$ cat config.mk
export PLATFORM = sky130hd
export DESIGN_NAME = mult_arbiter
export DESIGN_NICKNAME = d
export VERILOG_FILES = /design/src/rtl/mult_arbiter_pkg.sv /design/src/rtl/mult_arbiter_rr_arbiter.sv /design/src/rtl/mult_arbiter.sv
export SDC_FILE = /design/constraint.sdc
export NUM_CORES = 1
export LEC_CHECK = 0
export ABC_AREA = 1
export CORE_UTILIZATION = 59
export DETAILED_ROUTE_END_ITERATION = 7
export PLACE_DENSITY = 0.92
export SLEW_MARGIN = 20
export SYNTH_ARGS = -nofsm -noshare
export SYNTH_HDL_FRONTEND = slang
export SYNTH_SLANG_ARGS = --single-unit
$ cat constraint.sdc
create_clock -name clk -period 9.65 [get_ports clk]
set_input_delay 0.965 -clock clk [delete_from_list [all_inputs] [get_ports clk]]
set_output_delay 0.965 -clock clk [all_outputs]
set_load 0.05 [all_outputs]
$ cat src/rtl/mult_arbiter_pkg.sv
// Shared types and arithmetic for the multiplier arbiter: default widths,
// requester slot numbers and the floor-shift/saturate helper.
package mult_arbiter_pkg;

   localparam int BITSIZE_DEF = 16;
   localparam int FRAC_DEF    = 15;

   localparam int REQ_BIQUAD  = 0;
   localparam int REQ_MOD     = 1;
   localparam int REQ_MULT    = 2;
   localparam int REQ_ENV     = 3;

   // Arithmetic right shift (floor) followed by clamping to a signed bits-wide range.
   function automatic logic signed [63:0] sat_shift(
      input logic signed [63:0] product,
      input int                 frac = FRAC_DEF,
      input int                 bits = BITSIZE_DEF
   );
      logic signed [63:0] shifted_s;
      logic signed [63:0] max_s;
      logic signed [63:0] min_s;
      shifted_s = product >>> frac;
      max_s     = (64'sd1 <<< (bits - 32'sd1)) - 64'sd1;
      min_s     = -(64'sd1 <<< (bits - 32'sd1));
      if (shifted_s > max_s) begin
         sat_shift = max_s;
      end else if (shifted_s < min_s) begin
         sat_shift = min_s;
      end else begin
         sat_shift = shifted_s;
      end
   endfunction

endpackage

$ cat src/rtl/mult_arbiter_rr_arbiter.sv
// Round-robin arbiter: combinational grant starting at a rotating pointer,
// pointer moves just past the winner whenever a grant is taken.
module rr_arbiter #(
   parameter  int N  = 4,
   localparam int IW = (N > 1) ? $clog2(N) : 1
) (
   input  logic          clk,
   input  logic          rst_n,
   input  logic [N-1:0]  req,
   input  logic          advance,
   output logic [N-1:0]  grant,
   output logic [IW-1:0] grant_idx,
   output logic          valid
);

   logic [IW-1:0] ptr_q;
   logic [IW-1:0] ptr_d;

   // Search from the pointer upward, wrapping, and take the first active request.
   always_comb begin
      int cand;
      cand      = 0;
      grant     = '0;
      grant_idx = '0;
      valid     = 1'b0;
      for (int k = 0; k < N; k++) begin
         cand = (int'(ptr_q) + k >= N) ? int'(ptr_q) + k - N : int'(ptr_q) + k;
         if (!valid && req[cand]) begin
            valid     = 1'b1;
            grant_idx = IW'(cand);
         end else begin
            valid     = valid;
         end
      end
      if (valid) begin
         grant[grant_idx] = 1'b1;
      end else begin
         grant = '0;
      end
   end

   // Next pointer: one past the winner, otherwise unchanged.
   always_comb begin
      if (advance && valid) begin
         ptr_d = (int'(grant_idx) == N - 1) ? '0 : grant_idx + IW'(1);
      end else begin
         ptr_d = ptr_q;
      end
   end

   // Pointer register.
   always_ff @(posedge clk or negedge rst_n) begin
      if (!rst_n) begin
         ptr_q <= '0;
      end else begin
         ptr_q <= ptr_d;
      end
   end

endmodule

$ cat src/rtl/mult_arbiter.sv
// Time-shares one 3-stage signed fixed-point multiplier among NREQ requesters
// with round-robin issue, registered ack, and a per-requester done pulse.
module mult_arbiter
   import mult_arbiter_pkg::*;
#(
   parameter int BITSIZE = BITSIZE_DEF,
   parameter int NREQ    = 4,
   parameter int FRAC    = FRAC_DEF
) (
   input  logic                    clk,
   input  logic                    resetn,
   input  logic [NREQ-1:0]         req,
   input  logic [NREQ*BITSIZE-1:0] in_a,
   input  logic [NREQ*BITSIZE-1:0] in_b,
   output logic [NREQ-1:0]         ack,
   output logic [NREQ-1:0]         done,
   output logic [BITSIZE-1:0]      result,
   output logic                    busy
);

   localparam int IW = (NREQ > 1) ? $clog2(NREQ) : 1;
   localparam int PW = 2 * BITSIZE;

   logic [NREQ-1:0]           gnt_s;
   logic [IW-1:0]             gnt_idx_s;
   logic                      gnt_valid_s;

   logic                      v1_q, v1_d;
   logic signed [BITSIZE-1:0] a1_q, a1_d;
   logic signed [BITSIZE-1:0] b1_q, b1_d;
   logic [IW-1:0]             id1_q, id1_d;
   logic                      v2_q, v2_d;
   logic signed [PW-1:0]      prod_q, prod_d;
   logic [IW-1:0]             id2_q, id2_d;
   logic [NREQ-1:0]           ack_q, ack_d;
   logic [NREQ-1:0]           done_q, done_d;
   logic [BITSIZE-1:0]        res_q, res_d;
   logic                      busy_q, busy_d;

   // The pipeline accepts one operation every cycle, so the arbiter always advances.
   rr_arbiter #(
      .N(NREQ)
   ) u_rr (
      .clk       (clk),
      .rst_n     (resetn),
      .req       (req),
      .advance   (1'b1),
      .grant     (gnt_s),
      .grant_idx (gnt_idx_s),
      .valid     (gnt_valid_s)
   );

   // Stage next-state: S1 capture, S2 full product, S3 shift/saturate and done.
   always_comb begin
      v1_d  = gnt_valid_s;
      ack_d = gnt_s;
      if (gnt_valid_s) begin
         a1_d  = in_a[int'(gnt_idx_s)*BITSIZE +: BITSIZE];
         b1_d  = in_b[int'(gnt_idx_s)*BITSIZE +: BITSIZE];
         id1_d = gnt_idx_s;
      end else begin
         a1_d  = a1_q;
         b1_d  = b1_q;
         id1_d = id1_q;
      end

      v2_d = v1_q;
      if (v1_q) begin
         prod_d = PW'(a1_q) * PW'(b1_q);
         id2_d  = id1_q;
      end else begin
         prod_d = prod_q;
         id2_d  = id2_q;
      end

      done_d = '0;
      if (v2_q) begin
         done_d[id2_q] = 1'b1;
         res_d         = BITSIZE'(sat_shift(64'(prod_q), FRAC, BITSIZE));
      end else begin
         done_d = '0;
         res_d  = res_q;
      end

      // done_q is the pending S3 output, which is high next cycle exactly when v2_q is now.
      busy_d = v1_d | v2_d | v2_q;
   end

   // Pipeline and output registers; reset discards anything in flight.
   always_ff @(posedge clk or negedge resetn) begin
      if (!resetn) begin
         v1_q   <= 1'b0;
         a1_q   <= '0;
         b1_q   <= '0;
         id1_q  <= '0;
         v2_q   <= 1'b0;
         prod_q <= '0;
         id2_q  <= '0;
         ack_q  <= '0;
         done_q <= '0;
         res_q  <= '0;
         busy_q <= 1'b0;
      end else begin
         v1_q   <= v1_d;
         a1_q   <= a1_d;
         b1_q   <= b1_d;
         id1_q  <= id1_d;
         v2_q   <= v2_d;
         prod_q <= prod_d;
         id2_q  <= id2_d;
         ack_q  <= ack_d;
         done_q <= done_d;
         res_q  <= res_d;
         busy_q <= busy_d;
      end
   end

   assign ack    = ack_q;
   assign done   = done_q;
   assign result = res_q;
   assign busy   = busy_q;

endmodule

==> results of run 1 <==
[worst reg2reg max path, cell delays in order (launching register included)]
cell and delay, ps:
dfrtp_1 710, nand2_1 230, fa_1 660, inv_1 140, fa_1 770, inv_1 180, fa_1 460, fa_1 560
inv_1 50, fa_1 480, inv_1 60, fa_1 540, inv_1 40, ha_1 360, a21oi_1 240, a21boi_0 290
o21ai_0 120, a21oi_1 170, nand3_1 100, nand3_1 90, nand2_1 60
[registers in the layout, summed over array words and instances (netlist names)]
register,cells
v2_q,1
busy,1
id1_q,2
result,16
u_rr.ptr_q,2
prod_q,17
id2_q,2
ack,4
done,4
b1_q,16
a1_q,16
v1_q,1
[kinds of logic after synthesis]
kind of cell,count (synthesis),share of synthesized area [%]
AND/OR/NAND/NOR,846,23.4
buffers and inverters,655,16.7
adder cells (fa/ha/maj),344,41.6
AO/OA/AOI/OAI,109,4.20
flip-flops,82,13.6
XOR/XNOR,9,0.523
[stage by stage]
step / utilization, % / instances / setup slack [ps] / instance area [um2]
floorplan: - / 2045 / 3810 / 15100
global placement: 66.3 / 2439 / 3540 / 16700
detailed placement: 66.3 / 2439 / 3350 / 16700
CTS: 67.7 / 2455 / 3320 / 17000
global route: 67.7 / 2455 / 2870 / 17000
finish: 67.7 / 2455 / 3260 / 17000
[how the worst min path moves through the flow]
stage	from	to	slack [ps]	cells after the start
6_report	resetn	result[1]$_DFFE_PN0P_	380	1
5_1_grt	resetn	result[1]$_DFFE_PN0P_	380	1
4_1_cts	resetn	result[1]$_DFFE_PN0P_	380	1
3_5_place_dp	id2_q[0]$_DFFE_PN0P_	done[0]$_DFF_PN0_	450	1
3_3_place_gp	id2_q[1]$_DFFE_PN0P_	done[0]$_DFF_PN0_	450	1
2_1_floorplan	v1_q$_DFF_PN0_	v2_q$_DFF_PN0_	350	0
[layout by cell type (no fill, tap or decap), types with 5 or more instances in the layout]
master	instances
a21oi_1	43
clkbuf_16	9
clkdlybuf4s50_1	157
dfrtp_1	82
fa_1	261
ha_1	83
inv_1	555
nand2_1	580
nand3_1	111
nand3b_1	15
nand4_1	7
nor2_1	86
nor3_1	11
o211ai_1	16
o21a_1	5
o21ai_0	28
o21bai_1	5
or2_0	14
or2_2	7
xnor2_1	7
[layout make-up]
| cell class | count | share of cell area (%) |
|---|---|---|
| multi-input cells | 1308 | 61.7 |
| inverters | 559 | 12.4 |
| flip-flops and latches | 82 | 12.1 |
| repair buffers | 160 | 9.40 |
| well taps | 330 | 2.43 |
| clock buffers | 11 | 1.49 |
| clock inverters | 5 | 0.508 |
[routing by layer]
layer / global-route usage [%] / up-vias / wire length (um)
met3: 5.08 / 213 / 2930
met5: 0 / - / 0
met2: 55.9 / 653 / 19700
met4: 20.0 / 0 / 2530
li1: - / 6030 / -
met1: 37.5 / 6326 / 14000
==> metrics, run 1 <==
crit path to=prod_q[28]$_DFFE_PN0P_; row cnt=58; initial drt markers=972; largest net degree at the start of global routing=102; status=complete, no violations; setup TNS=0 ps; asr flop ratio synth=100%; worst r2r path cells=20; Critical R2R Launch=a1_q[15]$_DFFE_PN0P_; leading area contributor after synthesis=fa_1; routed wire length=39.2 mm; total global routing overflow=0; I/O pin cnt=159; Starting Density=60.0%; # fillers=1992; number of distinct library cells after synthesis=39; post-synthesis register bit count=82; # hold bufs at CTS=0; Antenna Nets Post-Route=0; critical path type=reg2reg; Synth Warn #=0; CP endpoint kind=register; Mapped Nets=2523; Layout area overhead=12.8%; CTS tree=built; clock skew=9.20 ps; cell count along the critical path=20; Reg clk slew, reported paths=70 ps; GRT Total Usage=32.2%; DRC viols=0; share of cells above drive strength 1=1.88%; final setup vio count=0; GP Congestion=0.973; FF-to-FF End=prod_q[28]$_DFFE_PN0P_; antenna fix cells=0; top cells by area, synth=fa_1, nand2_1, inv_1, dfrtp_1, ha_1; CTS max path bufs=2; post-synthesis sequential area ratio=13.6%; RSZ-0062 raised after global routing=no; via count=13.2k; Crit. Startpoint=a1_q[15]$_DFFE_PN0P_; final net count=2598; post-CTS setup buffers=0; Gate Count Post-Synth=2045; worst-skew pair later-pin latency=360 ps; Top FF cell, synth=dfrtp_1; relative slew slack=34.9%; area occupied by multi-input gates=10500 um2; Max FO, Critical Path=17; Worst-Margin Slew=973 ps; crit-path cells=nand2_1 > fa_1 > inv_1 > fa_1 > inv_1 > fa_1 > fa_1 > inv_1 > fa_1 > inv_1 > fa_1 > inv_1 > ha_1 > a21oi_1 > a21boi_0 > o21ai_0 > a21oi_1 > nand3_1 > nand3_1 > nand2_1; Chip Width=162 um; max cap viols=0; count of pins over their slew limit=0; EDFF count, synth=0; number of buffers created by CTS=9; fin crit share=66.3%; Cell Area, Synth=15100 um2; CP top delay family=adder cells; post-CTS resize count=0; antenna violations before repair=0; # H-tree levels=3; dpl hpwl=31.3 mm; global-route wire length before repair=66.2 mm; critical path required time=9900 ps; slowest stage cell on the critical path=fa_1; Core ar.=25100 um2; post-synth top area share=34.7%; Synth top cells by count=nand2_1, inv_1, fa_1; routed vias/inst=5.39; Crit path top cell by count=fa_1; register area=2050 um2; fmax=156 MHz; port bufs=158; wire per inst=16.0 um; final hold vios=0; worst min path class=in2async; worst path bufs/invs=5; Worst R2R Setup Slack=3260 ps; Pre-antenna DRT Iters=6; Die Y-Extent=162 um; Arr. time, crit path=6650 ps; total clock sinks=82; Synth Area per Inst=7.37 um2; critical path launch point type=register; fin crit period=6390 ps; Clock Tree Root=clkbuf_16; count leader, synth=nand2_1; vias in the first global route=14.4k; die area=26200 um2; CP peak stage delay=770 ps; WHS=380 ps
Power of run 1 is not shown: default switching activity piles up to over one toggle a cycle in this logic, so the estimate is an artifact.
==> inputs of run 2 (changes only) <==
--- a/config.mk
+++ b/config.mk
@@ -6,9 +6,9 @@
 export NUM_CORES = 1
 export LEC_CHECK = 0
 export ABC_AREA = 1
-export CORE_UTILIZATION = 59
+export CORE_UTILIZATION = 54
 export DETAILED_ROUTE_END_ITERATION = 7
-export PLACE_DENSITY = 0.92
+export PLACE_DENSITY = 0.89
 export SLEW_MARGIN = 20
 export SYNTH_ARGS = -nofsm -noshare
 export SYNTH_HDL_FRONTEND = slang
==> constraint.sdc (replaced) <==
create_clock -name clk -period 5.5 [get_ports clk]
set_input_delay 0.55 -clock clk [delete_from_list [all_inputs] [get_ports clk]]
set_output_delay 0.55 -clock clk [all_outputs]
set_load 0.05 [all_outputs]
==> metrics, run 2 (synthesized netlist as in run 1, its figures left out) <==
status=finished with violations; failing checks=setup timing; critical path required time=5760 ps (-4140 ps); Worst-Margin Slew=967 ps (-5.55 ps); number of buffers created by CTS=9 (unchanged); worst min path class=in2async; Reg clk slew, reported paths=70 ps (about the same); critical path type=reg2reg; final net count=2778 (+6.9%); total clock sinks=82 (unchanged); count of pins over their slew limit=0 (unchanged); # H-tree levels=3 (unchanged); max cap viols=0 (unchanged); Crit. Startpoint=a1_q[8]$_DFFE_PN0P_; CP endpoint kind=register; RSZ-0062 raised after global routing=yes; Layout area overhead=29.4%; port bufs=158 (unchanged); vias in the first global route=15.2k (+5.5%); CTS tree=built; Biggest register=prod_q; total global routing overflow=0 (unchanged); largest net degree at the start of global routing=102 (unchanged); # fillers=1848 (-7.2%); row cnt=60 (+3.4%); routed vias/inst=5.57 (+3.5%); final setup vio count=9 (+9); via count=14.9k (+13%); global-route wire length before repair=70.5 mm (+6.5%); clock skew=13.5 ps (+4.31 ps); relative slew slack=35.5% (+0.61 points); dpl hpwl=33.6 mm (+7.3%); critical path launch point type=register; GRT Total Usage=31.3% (-0.92 points); GP Congestion=0.962 (-1.1%); Arr. time, crit path=6070 ps (-580 ps); Antenna Nets Post-Route=0 (unchanged); DRC viols=0 (unchanged); CTS max path bufs=2 (unchanged); wire per inst=18.5 um (+16%); # hold bufs at CTS=0 (unchanged); Pre-antenna DRT Iters=8 (+2); final hold vios=0 (unchanged); Worst R2R Setup Slack=-310 ps (-3570 ps); Clock Tree Root=clkbuf_16; worst-skew pair later-pin latency=380 ps (+20 ps); share of cells above drive strength 1=18.0% (+16 points); Die Y-Extent=169 um (+4.5%); Chip Width=169 um (+4.5%); fmax=172 MHz (+10%); max reg flops=17 (unchanged); FF-to-FF End=prod_q[26]$_DFFE_PN0P_; Critical R2R Launch=a1_q[8]$_DFFE_PN0P_; antenna violations before repair=0 (unchanged); Max FO, Critical Path=4 (-13); routed wire length=49.4 mm (+26%); commonest non-fill, non-tap cell in the layout=nand2_1; initial drt markers=1366 (+41%); Starting Density=55.4% (-4.6 points); I/O pin cnt=159 (unchanged); Core ar.=27200 um2 (+8.2%); worst r2r path cells=23 (+15%); Layout Utilization=71.8% (+4.1 points); setup ws final=-313 ps (-3570 ps); fin crit period=5810 ps (-582 ps); WHS=98.2 ps (-282 ps); most frequent cells in the layout=nand2_1, inv_1, fa_1, clkdlybuf4s50_1, buf_4; fin crit share=106% (+39 points); antenna fix cells=0 (unchanged); die area=28600 um2 (+9.1%)
run 2: changes by cell type in the layout (fill, tap and decap cells not counted), sizes merged:
| cell | delta |
|---|---|
| clkinv | -1 |
| buf | +177 |
| clkbuf | +2 |
| bufinv | +1 |
run 2: worst max-delay path by stage:
stage	endpoint	slack [ps]	cells after the start
floorplan	prod_q[27]$_DFFE_PN0P_	10	24
global placement	prod_q[26]$_DFFE_PN0P_	-230	22
detailed placement	prod_q[28]$_DFFE_PN0P_	-330	21
CTS	prod_q[27]$_DFFE_PN0P_	-20	24
global route	prod_q[26]$_DFFE_PN0P_	-510	21
finish	prod_q[26]$_DFFE_PN0P_	-310	23
run 2: final cells by class:
| type | count | area (um2) | area share, % |
|---|---|---|---|
| clock buffers | 10 | 229 | 1.17 |
| clock inverters | 5 | 104 | 0.532 |
| inverters | 559 | 2100 | 10.8 |
| multi-input cells | 1308 | 11300 | 58.1 |
| flip-flops and latches | 82 | 2070 | 10.6 |
| well taps | 372 | 465 | 2.39 |
| repair buffers | 340 | 3200 | 16.4 |
run 2: per-stage QoR:
stage | cells | instance area (um2) | setup TNS [ps] | worst slack [ps]
floorplan | 2045 | 15100 | 0 | 14.6
global placement | 2612 | 17800 | -826 | -234
detailed placement | 2612 | 17800 | -2130 | -332
CTS | 2634 | 18400 | -21.3 | -16.5
global route | 2676 | 19500 | -4540 | -506
finish | 2676 | 19500 | -1350 | -313
run 2: layer usage:
metal | vias up | part of all wire, % | global-route usage [%] | routed length, um
met2 | 953 | 49 | 55.2 | 24300
met4 | 0 | 8.2 | 19.4 | 4070
li1 | 6395 | - | - | -
met1 | 7187 | 34 | 36.1 | 16600
met3 | 376 | 9.2 | 4.35 | 4550
met5 | - | 0 | 0 | 0
run 2: worst max-delay path: stages (launching register included):
cell	delay, ps
dfrtp_2	430
clkbuf_16	160
buf_4	100
nand2_1	70
fa_1	560
inv_1	70
fa_1	450
fa_1	770
fa_1	480
fa_1	530
inv_1	60
fa_1	480
inv_1	70
ha_4	290
inv_1	60
o21ai_1	240
a21oi_1	150
buf_4	160
o21ai_1	200
a21oi_2	80
nand2_1	80
nand2_1	60
nand3_2	70
nand2_1	70
run 2: what timing repair did:
item | 4_1_cts | 5_1_grt
setup buffers | 7 | 41
setup endpoints to repair | 17 | 17
pin swaps | 18 | 101
resized for setup | 53 | 211
endpoints found under the hold margin | 0 | 0
cloned | 0 | 1
Power of run 2 is left out for the same reason.
